`config.mk`:
```
export PLATFORM = sky130hd
export DESIGN_NAME = timer_irq_source
export DESIGN_NICKNAME = d
export VERILOG_FILES = /design/src/rtl/timer_irq_source.sv
export SDC_FILE = /design/constraint.sdc
export NUM_CORES = 1
export LEC_CHECK = 0
export BUFFER_PORTS_ARGS = -buffer_cell sky130_fd_sc_hd__buf_2
export CELL_PAD_IN_SITES_DETAIL_PLACEMENT = 0
export CELL_PAD_IN_SITES_GLOBAL_PLACEMENT = 1
export CORE_UTILIZATION = 46
export CTS_CLUSTER_SIZE = 20
export DETAILED_ROUTE_END_ITERATION = 6
export PLACE_DENSITY_LB_ADDON = 0.1
export SLEW_MARGIN = 10
export SYNTH_ARGS = -nofsm -noshare
export SYNTH_HDL_FRONTEND = slang
export SYNTH_SLANG_ARGS = --single-unit
export TNS_END_PERCENT = 50
```
`constraint.sdc`:
```
create_clock -name clk -period 5.9 [get_ports clk]
set_clock_uncertainty 0.15 [all_clocks]
set_input_delay 0.59 -clock clk [delete_from_list [all_inputs] [get_ports clk]]
set_output_delay 0.59 -clock clk [all_outputs]
set_load 0.05 [all_outputs]
```
`src/rtl/timer_irq_source.sv`:
```
// timer_irq_source: memory-mapped interval timer that raises a sticky overflow interrupt
// Ports: clk, reset (synchronous, active-low); Address/MemRead/MemWrite/WriteData from the
// data-memory bus; ReadData combinational load data; IRQ = ST & IE; Hit = Address in window.
module timer_irq_source #(
  parameter logic [31:0] ADDR_BASE = 32'h4000_0000,
  parameter int PRESCALE_W = 8
) (
  input  logic        clk,
  input  logic        reset,
  input  logic [31:0] Address,
  input  logic        MemRead,
  input  logic        MemWrite,
  input  logic [31:0] WriteData,
  output logic [31:0] ReadData,
  output logic        IRQ,
  output logic        Hit
);
  logic [31:0] th, tl, ovf, off;
  logic [PRESCALE_W-1:0] pre, pc;
  logic en, ie, st, tick, wrap, wr, wr_th, wr_tl, wr_tcon, wr_pre;
  always_comb begin
    // addresses below the base wrap to huge offsets and miss the window
    off = Address - ADDR_BASE;
    Hit = off < 32'h14;
    wr = MemWrite && Hit;
    wr_th = wr && off[4:2] == 3'd0;
    wr_tl = wr && off[4:2] == 3'd1;
    wr_tcon = wr && off[4:2] == 3'd2;
    wr_pre = wr && off[4:2] == 3'd3;
    tick = en && pc == pre;
    // a CPU store to TL overrides the tick, so it also suppresses the overflow
    wrap = tick && tl == '1 && !wr_tl;
    ReadData = !(MemRead && Hit) ? '0 :
               off[4:2] == 3'd0 ? th :
               off[4:2] == 3'd1 ? tl :
               off[4:2] == 3'd2 ? {29'b0, st, ie, en} :
               off[4:2] == 3'd3 ? 32'(pre) : ovf;
  end
  assign IRQ = st & ie;
  always_ff @(posedge clk)
    if (!reset) begin
      th <= '0;
      tl <= '0;
      ovf <= '0;
      pre <= '0;
      pc <= '0;
      en <= 1'b0;
      ie <= 1'b0;
      st <= 1'b0;
    end else begin
      pc <= (wr_tl || wr_pre || tick) ? '0 : pc + PRESCALE_W'(en);
      tl <= wr_tl ? WriteData : !tick ? tl : tl == '1 ? th : tl + 32'd1;
      ovf <= ovf + 32'(wrap);
      // an overflow on the same edge as the acknowledge must not be lost
      st <= wrap ? 1'b1 : (wr_tcon && WriteData[2]) ? 1'b0 : st;
      if (wr_th) th <= WriteData;
      if (wr_pre) pre <= WriteData[PRESCALE_W-1:0];
      if (wr_tcon) begin
        en <= WriteData[0];
        ie <= WriteData[1];
      end
    end
endmodule

```
; Word-level counts from Yosys, hierarchy flattened
; Cells that the tools add are included.
[word_totals]
output_inout_bits = 34
elab_cells = 47
inputBits = 68
ff_bits = 115
[op_classes]
n_eq_ne = 5
n_reduce_logical = 17
n_mux = 10
addsub = 4
n_bitwise = 2
order_cmp = 1
[ops]
columns = cell, n
row1 = $mux W32, 8
row2 = $add A32 B1 Y32, 1
row3 = $add A32 B1 Y32 const B, 1
row4 = $eq A32 B32 Y1 const B, 1
row5 = $lt A32 B5 Y1 const B, 1
row6 = $sub A32 B31 Y32 const B, 1
row7 = $logic_and A1 B1 Y1, 10
row8 = $add A8 B1 Y8, 1
row9 = $eq A8 B8 Y1, 1
row10 = $eq A3 B2 Y1 const B, 2
row11 = $reduce_bool A2 Y1, 2
row12 = $eq A3 B1 Y1 const B, 1
row13 = $logic_not A3 Y1, 1
row14 = $logic_or A1 B1 Y1, 2
row15 = $mux W1, 2
row16 = $reduce_or A2 Y1, 1
row17 = $and A1 B1 Y1, 1
row18 = $logic_not A1 Y1, 1
row19 = $not A1 Y1, 1

; Longest topological paths before layout
; Gate-level depths: netlist of the first run.
[logic_depth]
ltp_word = 7
ltp_mapped = 16
mapped_depth_nobuf = 12

; Least setup slack after synthesis of the first run
; OpenSTA, ideal clock, no wires.
[synth_timing]
kind = input-to-output
from = input port Address[31]
to = output port ReadData[5]
path_stages = 6
required_ps = 5160
path_buffers = 1
path_slack_ps = 1721
arrival_time_ps = 3439
cell_sequence = nor4b_1 > nand4_1 > nor2_1 > nand2_1 > clkbuf_1 > nor3_1
[synth_via]
elab_chain_len = 4
[synth_rtl]
columns = element, line
row1 = from (decl), 10  ; input logic [31:0] Address,
row2 = $sub A32 B31 Y32, 23  ; off = Address - ADDR_BASE;
row3 = $lt A32 B5 Y1, 24  ; Hit = off < 32'h14;
row4 = via Hit, 16  ; output logic Hit
row5 = $logic_and A1 B1 Y1, 33  ; ReadData = !(MemRead && Hit) ? '0 :
row6 = $mux W32, 33
row7 = to (decl), 14  ; output logic [31:0] ReadData,
; The timed path passes the listed nets, and every way through them passes these cells.

; Worst setup path after layout of the first run
[layout_timing]
from = register tl[0]
to = register ovf[31]
[layout_via]
elab_chain_len = 4
[layout_rtl]
columns = element, line
row1 = from (decl), 18  ; logic [31:0] th, tl, ovf, off;
row2 = from (signal assigned), 52  ; tl <= wr_tl ? WriteData : !tick ? tl : tl == '1 ? th : tl + 32'd1;
row3 = $eq A32 B32 Y1, 32  ; wrap = tick && tl == '1 && !wr_tl;
row4 = $logic_and A1 B1 Y1 (2 in a row), 32
row5 = via wrap, 20  ; logic en, ie, st, tick, wrap, wr, wr_th, wr_tl, wr_tcon, wr_pre;
row6 = $add A32 B1 Y32, 53  ; ovf <= ovf + 32'(wrap);
row7 = to (signal assigned), 53
row8 = to (decl), 18
; The timed path passes the listed nets, and every way through them passes these cells.
; A chain may end at the register's enable or synchronous reset.

==> results.json, run 1 <==
{
  "yosysWarningCount": 0,
  "drv_slew": 0,
  "hold_viol_final": 0,
  "grt_pass1_vias": 6192,
  "cp.required_ns": 6.04,
  "dp_cells": 1036,
  "synth-main-ff-cell": "dfxtp_1",
  "async_flop_share_pct": 0,
  "max_cap_viol_count": 0,
  "syn-cell-area_um2": 6538,
  "rows": 43,
  "die_x_um": 121.2,
  "maxSlewHeadroom_pct": 30.60,
  "drive_gt1_share_pct": 20.16,
  "cts_sinks": 115,
  "ys_seq_area_share_pct": 35.22,
  "cts.path.max_buffers": 2,
  "wl_um": 20490,
  "grt_max_degree": 69,
  "peakVddDrop_mv": 0.2296,
  "antennaDiodeCount": 0,
  "stdcell_area_um2": 7812,
  "synth.net_count": 868,
  "start_util_pct": 47.10,
  "synth_edf_count": 0,
  "dp_hpwl_um": 14250,
  "first_pass_iters": 5,
  "synthAdderAreaFrac_pct": 0.9569,
  "coreArea_um2": 13880,
  "cts_resized": 0,
  "post_cts_buffers": 0,
  "grt_usage_pct": 29.15,
  "drc_errors": 0,
  "critPathLaunchType": "flip-flop",
  "fin_setup_tns_ns": 0,
  "hold_class": "in -> reg",
  "r2r_setup_slack_ns": 1.66,
  "cts_made_buffers": 17,
  "drt-wirelength-per-cell_um": 19.18,
  "antenna_found_initial": 0,
  "cts_max_level": 4,
  "grt_overflow": 0,
  "synth_compound_area_share_pct": 15.39,
  "total_leakage_power_nw": 3.013,
  "layout.cells.non_filler": 1068,
  "ys_seq_elements": 115,
  "status": "complete, no violations",
  "critical_path_class": "reg -> reg",
  "area_growth_pct": 19.50,
  "syn_avg_cell_area_um2": 8.223,
  "power.density_nw_per_um2": 254.8,
  "synthSimpleGateAreaFrac_pct": 25.38,
  "antenna_left": 0,
  "insertion_delay_ns": 0.43,
  "syn_inst": 795,
  "hold_buffers": 0,
  "path_max_fanout": 16,
  "cts_tree": "yes",
  "first_iter_violations": 415,
  "period_needed_ns": 4.236,
  "dieArea_um2": 14690,
  "setup_viol": 0,
  "io_pins": 102,
  "synth_top_family_by_area": "simple AND/OR/NAND/NOR gates",
  "vias_per_cell": 5.913,
  "layout.nets": 948,
  "synth_mux_area_share_pct": 12.98,
  "die_h_um": 121.2,
  "place_congestion": 0.8534,
  "max_slew.worst_pin.slew_ns": 1.038,
  "max_freq_mhz": 236.1,
  "cp.arrival_ns": 4.37,
  "grt_pass1_wl_um": 32480,
  "post-route-period-util_pct": 71.80,
  "clkSlewWorstSetupHoldPaths_ns": 0.06,
  "synth.distinct_cells": 53,
  "place_area_um2": 7162,
  "io_buffers": 99,
  "vias": 6315,
  "post-route-util_pct": 56.28,
  "synth_xor_area_share_pct": 6.297,
  "cts-root-buf": "clkbuf_16",
  "end_kind": "flip-flop",
  "rsz0062_at_grt": "no"
}
-- where the power goes --
part | switching, mW | leakage, nW | internal [mW] | total, mW
sequential | 0.000000000319 | 0.926 | 0.777 | 0.777
clock | 0.381 | 0.305 | 0.758 | 1.14
combinational | 0.0488 | 1.78 | 0.0256 | 0.0744
total | 0.430 | 3.01 | 1.56 | 1.99
-- state kept, by name, indices dropped and copies added (netlist names) --
name  cells
en        1
ie        1
ovf      32
pc        8
pre       8
st        1
th       32
tl       32
-- layout by cell type, fill, tap and decap left out, types with 18 or more instances in the layout --
cell type and n:
buf_2 99, xnor2_1 18, nor2_1 143, nand3_1 40
nand2_1 51, nand4_1 26, a21oi_1 34, mux2_2 24
a22oi_1 24, xor2_1 29, o21ai_0 21, dfxtp_1 115
mux2i_1 51, and3_1 18
-- critical path, stage by stage, from the launching register on --
cell and delay [ns]:
dfxtp_1 0.40, ha_1 0.32, nand3_1 0.19, nor4_1 0.72, and3_1 0.25, buf_4 0.24
and3_1 0.30, ha_1 0.22, and2_1 0.21, nand4_1 0.19, nor4_1 0.32, buf_4 0.20
nand4_1 0.15, xor2_1 0.17, nor2_1 0.05
-- worst paths after layout --
path	startpoint	end	cells after the start
setup reg to reg	tl[0]$_SDFFE_PN0P_	ovf[31]$_SDFF_PN0_	14
hold / removal	WriteData[20]	tl[20]$_SDFFE_PN0P_	3
hold reg to reg	th[23]$_SDFFE_PN0P_	th[23]$_SDFFE_PN0P_	2
setup / recovery	tl[0]$_SDFFE_PN0P_	ovf[31]$_SDFF_PN0_	14
-- area by class of cell --
cell class,instances,area (µm²)
Sequential cell,115,2302
Timing Repair Buffer,111,585.6
Clock buffer,19,442.9
Tap cell,180,225.2
Clock inverter,13,207.7
Multi-Input combinational cell,619,4008
Fill cell,1317,6068
Inverter,11,41.29
-- per-stage QoR --
step / total power [mW] / hold slack (ns) / setup WS [ns]
finish: 1.991 / 0.2280 / 1.664
global route: 2.045 / 0.2544 / 1.343
global placement: 0.8661 / 0.3277 / 1.726
floorplan: 0.8276 / 0.3104 / 1.721
CTS: 2.001 / 0.2212 / 1.731
detailed placement: 0.8675 / 0.3459 / 1.709
-- cells in the mapped netlist, types with 5 or more instances --
cell | count | share of area (%)
a22o_1 | 8 | 1.1
inv_1 | 11 | 0.63
nor4_1 | 14 | 1.3
mux2i_1 | 51 | 7.8
a31oi_1 | 10 | 0.96
dfxtp_1 | 115 | 35
clkbuf_1 | 31 | 1.8
a41oi_1 | 6 | 0.80
mux2_2 | 24 | 4.1
and3_1 | 18 | 1.7
nand4_1 | 26 | 2.5
ha_1 | 5 | 0.96
nand3_1 | 40 | 3.1
nor3_1 | 16 | 1.2
and4_1 | 10 | 1.3
o21ai_0 | 21 | 1.6
xor2_1 | 29 | 3.9
a211oi_1 | 15 | 1.7
and2_1 | 9 | 0.86
buf_1 | 6 | 0.34
nor2_1 | 143 | 8.2
a21oi_1 | 34 | 2.6
nand2_1 | 51 | 2.9
a22oi_1 | 24 | 2.8
xnor2_1 | 18 | 2.4
buf_2 | 12 | 0.92
-- layer usage --
layer | part of all wire [%] | track usage [%]
met2 | 48 | 48.18
met3 | 4.4 | 5.310
met4 | 4.2 | 15.66
met1 | 44 | 35.87
met5 | 0 | 0
-- kinds of logic after synthesis --
kind of cell             count (synthesis)
XOR/XNOR                                47
AO/OA/AOI/OAI                          148
buffers and inverters                   61
multiplexers                            78
flip-flops                             115
adder cells (fa/ha/maj)                  5
AND/OR/NAND/NOR                        341
Power figures use the tool's default switching activity.
==> inputs of run 2 (changes only) <==
--- a/config.mk
+++ b/config.mk
@@ -8,7 +8,7 @@
 export BUFFER_PORTS_ARGS = -buffer_cell sky130_fd_sc_hd__buf_2
 export CELL_PAD_IN_SITES_DETAIL_PLACEMENT = 0
 export CELL_PAD_IN_SITES_GLOBAL_PLACEMENT = 1
-export CORE_UTILIZATION = 46
+export CORE_UTILIZATION = 38
 export CTS_CLUSTER_SIZE = 20
 export DETAILED_ROUTE_END_ITERATION = 6
 export PLACE_DENSITY_LB_ADDON = 0.1
==> constraint.sdc (replaced) <==
create_clock -name clk -period 3.65 [get_ports clk]
set_clock_uncertainty 0.15 [all_clocks]
set_input_delay 0.365 -clock clk [delete_from_list [all_inputs] [get_ports clk]]
set_output_delay 0.365 -clock clk [all_outputs]
set_load 0.05 [all_outputs]
==> run 2 against run 1 <==
Against the previous run: sequential power increased by 62%; cell area increased by 2.9%; non-clock buffer count increased by 13; highest routed layer unchanged; first-iteration DRC count decreased by 1.4%; cell count increased by 5.0%; maximum frequency increased by 27%; sequential share of layout area decreased by 0.84 points; register-to-register slack got worse by 1.3 ns; worst setup slack got worse by 1.3 ns; critical path depth decreased by 1; critical path type unchanged.
==> results.json, run 2 (same netlist as run 1, synthesis figures left out) <==
{
  "status": "complete, no violations",
  "first_iter_violations": 409,
  "cts_max_level": 4,
  "path_cells": "ha_2, nand3_1, nor4_2, and3_1, and3_1, ha_1, and2_1, nand4_1, nor4_2, buf_4, nand4_1, xor2_1, nor2_1",
  "cp.required_ns": 3.78,
  "hold_buffers": 0,
  "hold_class": "in -> reg",
  "power_switching_mw": 0.6815,
  "p_total_mw": 3.420,
  "vias": 6325,
  "layout.cells.non_filler": 1121,
  "top_regs": "ovf x32, th x32, tl x32",
  "multi_input_area_um2": 4023,
  "cts_made_buffers": 17,
  "dieArea_um2": 17730,
  "fill_cells": 1662,
  "insertion_delay_ns": 0.42,
  "cts.path.max_buffers": 2,
  "layout.nets": 961,
  "rows": 47,
  "setup_viol": 0,
  "area_growth_pct": 23.02,
  "r2r_setup_slack_ns": 0.32,
  "drc_errors": 0,
  "antenna_left": 0,
  "max_cap_viol_count": 0,
  "clock_power_share_pct": 59.7,
  "cts_sinks": 115,
  "worst_slack_ns": 0.3195,
  "wirelength_met1_um": 9273,
  "final_cell_mix": "nor2_1, dfxtp_1, buf_2",
  "hold-worst-slack_ns": 0.02578,
  "wl_um": 21440,
  "period_needed_ns": 3.331,
  "grt_max_degree": 53,
  "mostFrequentLayoutCell": "nor2_1",
  "io_buffers": 99,
  "grt_usage_pct": 25.21,
  "vias_per_cell": 5.642,
  "sequentialPowerShare_pct": 36.7,
  "die_x_um": 133.2,
  "top_layer_used": "met4",
  "fin_setup_tns_ns": 0,
  "p_int_mw": 2.738,
  "post-route-util_pct": 48.16,
  "crit_slowest_cell": "dfxtp_1",
  "max_freq_mhz": 300.3,
  "total_leakage_power_nw": 3.125,
  "stdcell_area_um2": 8043,
  "end_kind": "flip-flop",
  "cts_tree": "yes",
  "dp_cells": 1089,
  "dp_hpwl_um": 15440,
  "pre_cts_ws_ns": 0.1922,
  "path_max_fanout": 7,
  "regArea_um2": 2302,
  "sw_frac_of_total_pct": 19.93,
  "rsz0062_at_grt": "no",
  "drive_gt1_share_pct": 21.64,
  "max_stage_delay_ns": 0.40,
  "die_h_um": 133.2,
  "critical_path_class": "reg -> reg",
  "hold_viol_final": 0,
  "grt_overflow": 0,
  "power.density_nw_per_um2": 425.2,
  "cts-root-buf": "clkbuf_16",
  "maxSlewHeadroom_pct": 30.15,
  "grt_pass1_vias": 6276,
  "critPathLaunchType": "flip-flop",
  "max_slew.worst_pin.slew_ns": 1.038,
  "clkSlewWorstSetupHoldPaths_ns": 0.05,
  "coreArea_um2": 16700,
  "drv_slew": 0,
  "drt-wirelength-per-cell_um": 19.13,
  "start_util_pct": 39.14,
  "peakVddDrop_mv": 0.3434,
  "antennaDiodeCount": 0,
  "antenna_found_initial": 0,
  "grt_pass1_wl_um": 34220,
  "cp.arrival_ns": 3.46,
  "place_area_um2": 7310,
  "post-route-period-util_pct": 91.25,
  "place_congestion": 0.8539,
  "first_pass_iters": 5,
  "met3_length_um": 1130,
  "p_comb_share_pct": 3.6,
  "met2WireLength_um": 10340,
  "io_pins": 102
}
## run 2: cell count changes in the layout (fill, tap and decap cells not counted), moves of 2 or more
| cell | before | now |
|---|---|---|
| bufinv_16 | 5 | 7 |
| buf_4 | 12 | 25 |
| clkinv_4 | 2 | 0 |
| clkinvlp_4 | 4 | 0 |
| nor4_1 | 13 | 11 |
| nor4_2 | 2 | 4 |
| clkbuf_8 | 1 | 5 |
## run 2: routing by layer
layer	GRT usage [%]	vias up
met4	10.80	0
met5	0	-
met2	42.20	200
met1	31.39	3005
li1	-	3086
met3	5.213	34
## run 2: worst max-delay path, delay by kind of cell, from the launching register on
kind | cells | cell delay (ns)
AND/OR/NAND/NOR | 9 | 1.82
adder cells (fa/ha/maj) | 2 | 0.48
flip-flops | 1 | 0.40
buffers and inverters | 1 | 0.19
XOR/XNOR | 1 | 0.15
## run 2: power groups by stage
stage	clock network [mW]	registers [mW]	logic (mW)
6_report	2.04	1.26	0.123
5_1_grt	2.13	1.26	0.134
4_1_cts	2.07	1.26	0.124
3_5_place_dp	0	1.28	0.124
3_3_place_gp	0	1.28	0.123
2_1_floorplan	0	1.28	0.0549
## run 2: final cells by class
cell class | instances | share of cell area (%)
inverters | 11 | 0.5134
clock buffers | 23 | 6.192
clock inverters | 9 | 2.738
multi-input cells | 619 | 50.02
well taps | 220 | 3.423
flip-flops and latches | 115 | 28.62
repair buffers | 124 | 8.494
## run 2: path summary, 6_finish.rpt
kind	start	cells past startpoint	end
hold reg to reg	th[23]$_SDFFE_PN0P_	2	th[23]$_SDFFE_PN0P_
setup / recovery	tl[0]$_SDFFE_PN0P_	13	ovf[29]$_SDFF_PN0_
setup reg to reg	tl[0]$_SDFFE_PN0P_	13	ovf[29]$_SDFF_PN0_
hold / removal	WriteData[13]	2	tl[13]$_SDFFE_PN0P_
## run 2: what timing repair did
item / CTS / global route
buffers inserted: 0 / 0
setup endpoints to repair: 0 / 6
gates resized for setup: 0 / 3
